### src/rtl/alu_seq.sv
// alu_seq: clocked, handshaked ALU. ADD/SUB/AND/OR/XOR/SLL/SRL complete in
// one cycle. MUL is an iterative shift-add, one multiplier bit per cycle.
// Result and flags are held in DONE until the consumer takes them.
//
// Ports:
//   clk, rst_n           clock, async active-low reset
//   in_valid/in_ready    operand handshake (in_ready only in IDLE)
//   op, a, b             operation code and operands (b[SHAMT_W-1:0] = shift)
//   out_valid/out_ready  result handshake (out_valid only in DONE)
//   r                    result
//   nflag/oflag/zflag/cflag  negative, overflow, zero, carry/borrow
module alu_seq #(
    parameter int DATA_WIDTH = 32,
    parameter int SHAMT_W    = $clog2(DATA_WIDTH)
) (
    input  logic                  clk,
    input  logic                  rst_n,
    input  logic                  in_valid,
    output logic                  in_ready,
    input  logic [2:0]            op,
    input  logic [DATA_WIDTH-1:0] a,
    input  logic [DATA_WIDTH-1:0] b,
    output logic                  out_valid,
    input  logic                  out_ready,
    output logic [DATA_WIDTH-1:0] r,
    output logic                  nflag,
    output logic                  oflag,
    output logic                  zflag,
    output logic                  cflag
);

    localparam int W = DATA_WIDTH;

    localparam logic [2:0] OP_ADD = 3'b000;
    localparam logic [2:0] OP_SUB = 3'b001;
    localparam logic [2:0] OP_AND = 3'b010;
    localparam logic [2:0] OP_OR  = 3'b011;
    localparam logic [2:0] OP_XOR = 3'b100;
    localparam logic [2:0] OP_SLL = 3'b101;
    localparam logic [2:0] OP_SRL = 3'b110;
    localparam logic [2:0] OP_MUL = 3'b111;

    typedef enum logic [1:0] {IDLE, BUSY, DONE} state_t;

    state_t             r_state, w_state_nxt;
    logic [W-1:0]       r_res;
    logic               r_o, r_c, r_z;
    logic [2*W-1:0]     r_acc;
    logic [W-1:0]       r_mcand;
    logic [SHAMT_W-1:0] r_cnt;

    logic               w_accept, w_mul_last;
    logic [SHAMT_W-1:0] w_shamt;
    logic [W:0]         w_add, w_sub, w_sll, w_srl, w_hi_sum;
    logic [2*W-1:0]     w_acc_nxt;
    logic [W-1:0]       w_res;
    logic               w_o, w_c;

    assign in_ready   = (r_state == IDLE);
    assign out_valid  = (r_state == DONE);
    assign w_accept   = in_valid && in_ready;
    // W is a power of two, so the counter's last value is all ones.
    assign w_mul_last = (r_state == BUSY) && (r_cnt == SHAMT_W'(W - 1));

    always_ff @(posedge clk or negedge rst_n) begin
        if (!rst_n) r_state <= IDLE;
        else        r_state <= w_state_nxt;
    end

    always_comb begin
        w_state_nxt = r_state;
        case (r_state)
            IDLE:    if (w_accept) w_state_nxt = (op == OP_MUL) ? BUSY : DONE;
            BUSY:    if (w_mul_last) w_state_nxt = DONE;
            DONE:    if (out_ready) w_state_nxt = IDLE;
            default: w_state_nxt = IDLE;
        endcase
    end

    // One extra bit above the result catches carry/borrow and the last bit
    // shifted out: SLL pushes it into bit W, SRL into bit 0 of {a,0}.
    assign w_shamt = b[SHAMT_W-1:0];
    assign w_add   = {1'b0, a} + {1'b0, b};
    assign w_sub   = {1'b0, a} - {1'b0, b};
    assign w_sll   = {1'b0, a} << w_shamt;
    assign w_srl   = {a, 1'b0} >> w_shamt;

    always_comb begin
        w_res = '0;
        w_o   = 1'b0;
        w_c   = 1'b0;
        case (op)
            OP_ADD: begin
                w_res = w_add[W-1:0];
                w_c   = w_add[W];
                w_o   = (a[W-1] == b[W-1]) && (w_add[W-1] != a[W-1]);
            end
            OP_SUB: begin
                w_res = w_sub[W-1:0];
                w_c   = w_sub[W];
                w_o   = (a[W-1] != b[W-1]) && (w_sub[W-1] != a[W-1]);
            end
            OP_AND: w_res = a & b;
            OP_OR:  w_res = a | b;
            OP_XOR: w_res = a ^ b;
            OP_SLL: begin
                w_res = w_sll[W-1:0];
                w_c   = w_sll[W];
            end
            OP_SRL: begin
                w_res = w_srl[W:1];
                w_c   = w_srl[0];
            end
            default: ;
        endcase
    end

    // Shift-add step: the low half holds the remaining multiplier bits, the
    // high half accumulates; the sum's carry shifts down into the high half.
    assign w_hi_sum  = {1'b0, r_acc[2*W-1:W]} + (r_acc[0] ? {1'b0, r_mcand} : '0);
    assign w_acc_nxt = {w_hi_sum, r_acc[W-1:1]};

    always_ff @(posedge clk or negedge rst_n) begin
        if (!rst_n) begin
            r_res   <= '0;
            r_o     <= 1'b0;
            r_c     <= 1'b0;
            r_z     <= 1'b0;
            r_acc   <= '0;
            r_mcand <= '0;
            r_cnt   <= '0;
        end else if (w_accept) begin
            if (op == OP_MUL) begin
                r_acc   <= {{W{1'b0}}, a};
                r_mcand <= b;
                r_cnt   <= '0;
            end else begin
                r_res <= w_res;
                r_o   <= w_o;
                r_c   <= w_c;
                r_z   <= (w_res == '0);
            end
        end else if (r_state == BUSY) begin
            r_acc <= w_acc_nxt;
            r_cnt <= r_cnt + 1'b1;
            if (w_mul_last) begin
                r_res <= w_acc_nxt[W-1:0];
                r_o   <= |w_acc_nxt[2*W-1:W];
                r_c   <= 1'b0;
                r_z   <= (w_acc_nxt[W-1:0] == '0);
            end
        end
    end

    assign r     = r_res;
    assign nflag = r_res[W-1];
    assign oflag = r_o;
    assign zflag = r_z;
    assign cflag = r_c;

endmodule

### config.mk
export PLATFORM = sky130hd
export DESIGN_NAME = alu_seq
export DESIGN_NICKNAME = d
export VERILOG_FILES = /design/src/rtl/alu_seq.sv
export SDC_FILE = /design/constraint.sdc
export NUM_CORES = 1
export LEC_CHECK = 0
export CORE_MARGIN = 2
export CORE_UTILIZATION = 50
export DETAILED_ROUTE_END_ITERATION = 10
export PLACE_DENSITY = 0.67
export SLEW_MARGIN = 10
export SYNTH_ARGS = -nofsm -noshare
export SYNTH_HDL_FRONTEND = slang
export SYNTH_SLANG_ARGS = --single-unit
export TNS_END_PERCENT = 5
### constraint.sdc
create_clock -name clk -period 4.4 [get_ports clk]
set_clock_uncertainty 0.1 [all_clocks]
set_input_delay 0.88 -clock clk [delete_from_list [all_inputs] [get_ports clk]]
set_output_delay 0.88 -clock clk [all_outputs]
set_load 0.01 [all_outputs]
==> metrics.yaml <==
power:
  pwr-share-seq: 0.256
  p_sw_frac: 0.4658
  power_density_nw_per_um2: 370.3
  pwr-share-clk: 0.165
  p_int_mw: 4.786
  p_sw_mw: 4.173
  comb_power_share: 0.579
  power_mw: 8.959
  irDropWorstVdd_mv: 0.3786
  p_leak_nw: 11.29
routing:
  routedWlPerCell_um: 27.36
  vias: 22470
  drc_errors: 0
  dr.pass1.iters: 7
  wl_um: 91260
  ant_nets: 0
  avgViaCountPerCell: 6.735
  drt_iter0_drc: 2839
layout:
  final_common_cell: "buf_4"
  layout_common_cells: "buf_4, nand2_1, o21ai_0"
  synthToLayoutAreaGrowth_pct: 38.05
  antenna_cells: 0
  layout.nets: 3082
  final_cells: 3336
  drive_above_1_share: 0.2770
synthesis:
  synth_async_sr_flop_share: 1.000
  yosys.area.top_type_share: 0.1970
  synth_cells: 2296
  syn_area_um2: 17530
  synth_area_leaders: "dfrtp_1, ha_1, mux4_2"
  synth-edff-count: 0
  syn_area_per_cell_um2: 7.633
  synth.distinct_cells: 82
  ys_ff_latch: 138
  synth_top_area_cell: "dfrtp_1"
  yosysSeqAreaShare: 0.1970
  yosys_warnings: 0
  synth_nets: 2510
  synth-main-ff-cell: "dfrtp_1"
setup_path:
  criticalPathCategory: "input port to flop"
  worstPathMaxFanout: 7
  cp.arrival_ps: 4760
  reg2regPathDepth: 16
  rrSetupSlack_ps: 20
  critical_path_required_ps: 4710
  r2r-end: "oflag"
  worst_setup_path_end_kind: "flop"
  crit_path_start_kind: "input port"
  r2r_start: "r_acc[0]"
sta:
  period_minus_slack_ps: 4452
  setup_viol: 1
  max_freq_ghz: 0.2246
  whs_ps: 214.5
  maxSlewHeadroom: 0.2642
  rsz0062_at_grt: "yes"
  tightest_slew_ps: 1104
  final_hold_viol_count: 0
  fin_ws_ps: -52.22
  drv_slew: 0
  fin_crit_sh: 1.012
clock_tree:
  cts_buffer_depth: 2
  clock_sinks: 138
  insertion_delay_ps: 480
  cts_buffers: 17
  cts_tree: "done"
  clockRootBuffer: "clkbuf_16"
  cts-hold-fix-buffers: 0
  cts_htree_levels: 4
  cts_setup_buffers: 0
  clk_pin_slew_ps: 70
global_route:
  grt.overflow.total: 0
  antenna_found_initial: 1
  groute.usage.overall: 0.4971
  grt_pass1_wl_um: 134700
  grt_start_max_net_pins: 97
  grt_pass1_vias: 21810
placed_design:
  dp.cells: 3304
  portBuffers: 108
  hpwl_um: 72760
  finalWeightedCongestion: 1.086
run_status:
  status: "finished, violations left"
  violations: "negative setup slack"
floorplan:
  initial_core_util: 0.5074
  core_um2: 34540
  die_x_um: 191.2
  row_count: 68
  ios: 109
  die_h_um: 191.2
  die_area_um2: 36570
worst_hold_path:
  worstHoldPathType: "input port to asynchronous set/reset pin"
job:
  cap_violations: 0
-- layer usage --
metal | wire [um] | track usage | vias up
met1 | 33590 | 0.6036 | 10720
met4 | 8199 | 0.3515 | 0
li1 | - | - | 9692
met2 | 38890 | 0.7615 | 1630
met3 | 10580 | 0.1340 | 427
met5 | 0 | 0 | -
-- layout make-up --
type	count	area [um2]
timing repair buffer	742	6083
multi-input combinational	1851	13070
clock buffer	17	425.4
fill	2827	10350
clock inverter	15	150.1
tap	455	569.3
sequential	138	3453
inverter	118	445.4
-- through the flow --
stage | setup WS [ps] | setup TNS (ps) | area (um2) | util
finish | -52.22 | -52.22 | 24190 | 0.7004
global route | -109.7 | -218.4 | 24190 | 0.7004
CTS | -3.014 | -3.014 | 24050 | 0.6963
detailed placement | -888.5 | -6375 | 23440 | 0.6785
global placement | -795.0 | -5793 | 23440 | 0.6785
floorplan | 7.750 | 0 | 17600 | -
-- state kept, by name, summed over array words and instances, names as in the netlist --
| register | flops |
|---|---|
| cflag | 1 |
| r_acc | 64 |
| zflag | 1 |
| r | 32 |
| oflag | 1 |
| r_state | 2 |
| r_mcand | 32 |
| r_cnt | 5 |
-- critical path, cell delays in order --
cell	delay (ps)
clkdlybuf4s50_1	500
buf_4	200
buf_4	160
mux2i_1	250
mux2i_1	190
mux2_2	310
a221oi_1	430
nand4_1	160
or4_1	480
nor4_4	210
and4b_1	230
nand4_1	260
nor4_2	310
a31o_1	180
-- what timing repair did --
item / CTS / global route
pin swaps: 6 / 5
gates resized for setup: 18 / 25
endpoints found under the setup margin: 7 / 9
-- power groups by stage --
| stage | Sequential [mW] | Clock, mW | Combinational, mW |
|---|---|---|---|
| final | 2.29 | 1.47 | 5.19 |
| after global placement | 2.24 | 0 | 4.73 |
| after floorplan | 2.17 | 0 | 2.71 |
| after detailed placement | 2.27 | 0 | 4.90 |
| after global routing | 2.33 | 1.53 | 5.52 |
| after CTS | 2.25 | 1.48 | 4.95 |
-- cells by family (layout without fill, tap and decap cells) --
family | after synthesis | in the layout | synth area share
and+or+nand+nor | 784 | 784 | 0.2071
buffers and inverters | 307 | 892 | 0.07054
muxes | 136 | 136 | 0.1162
xor gates and xnor gates | 44 | 44 | 0.02199
AOI/OAI and AO/OA | 744 | 744 | 0.2837
DFF | 138 | 138 | 0.1970
adders and majority gates | 143 | 143 | 0.1034
-- how the worst max path moves through the flow --
stage | start | end | slack [ps] | depth (start not counted)
6_report | a[2] | zflag | -50 | 14
5_1_grt | b[4] | zflag | -110 | 16
4_1_cts | a[1] | zflag | -3 | 15
3_5_place_dp | a[2] | zflag | -890 | 16
3_3_place_gp | a[0] | zflag | -790 | 17
2_1_floorplan | b[3] | zflag | 8 | 16
-- Yosys cell counts (all sizes together), types with 7 or more instances --
library cell	count
o211a	11
ha	140
nor4	30
and3	22
and2	46
a211oi	36
nand4	27
a311oi	7
nand2	302
a22oi	59
xor2	14
mux2i	70
a2111oi	9
nand2b	16
o211ai	25
o21a	8
o21bai	12
o21ai	172
nand3	67
clkbuf	126
a31oi	53
a21o	24
a221oi	15
a21oi	141
o31ai	10
mux4	52
xnor2	30
buf	63
inv	117
a211o	7
a21boi	7
or2	8
mux2	14
o31a	11
a221o	11
o22ai	36
nor2b	18
nor2	168
nor3	53
dfrtp	138
o311ai	7
o221ai	21
Note: power is estimated with default switching activity, not from simulation.
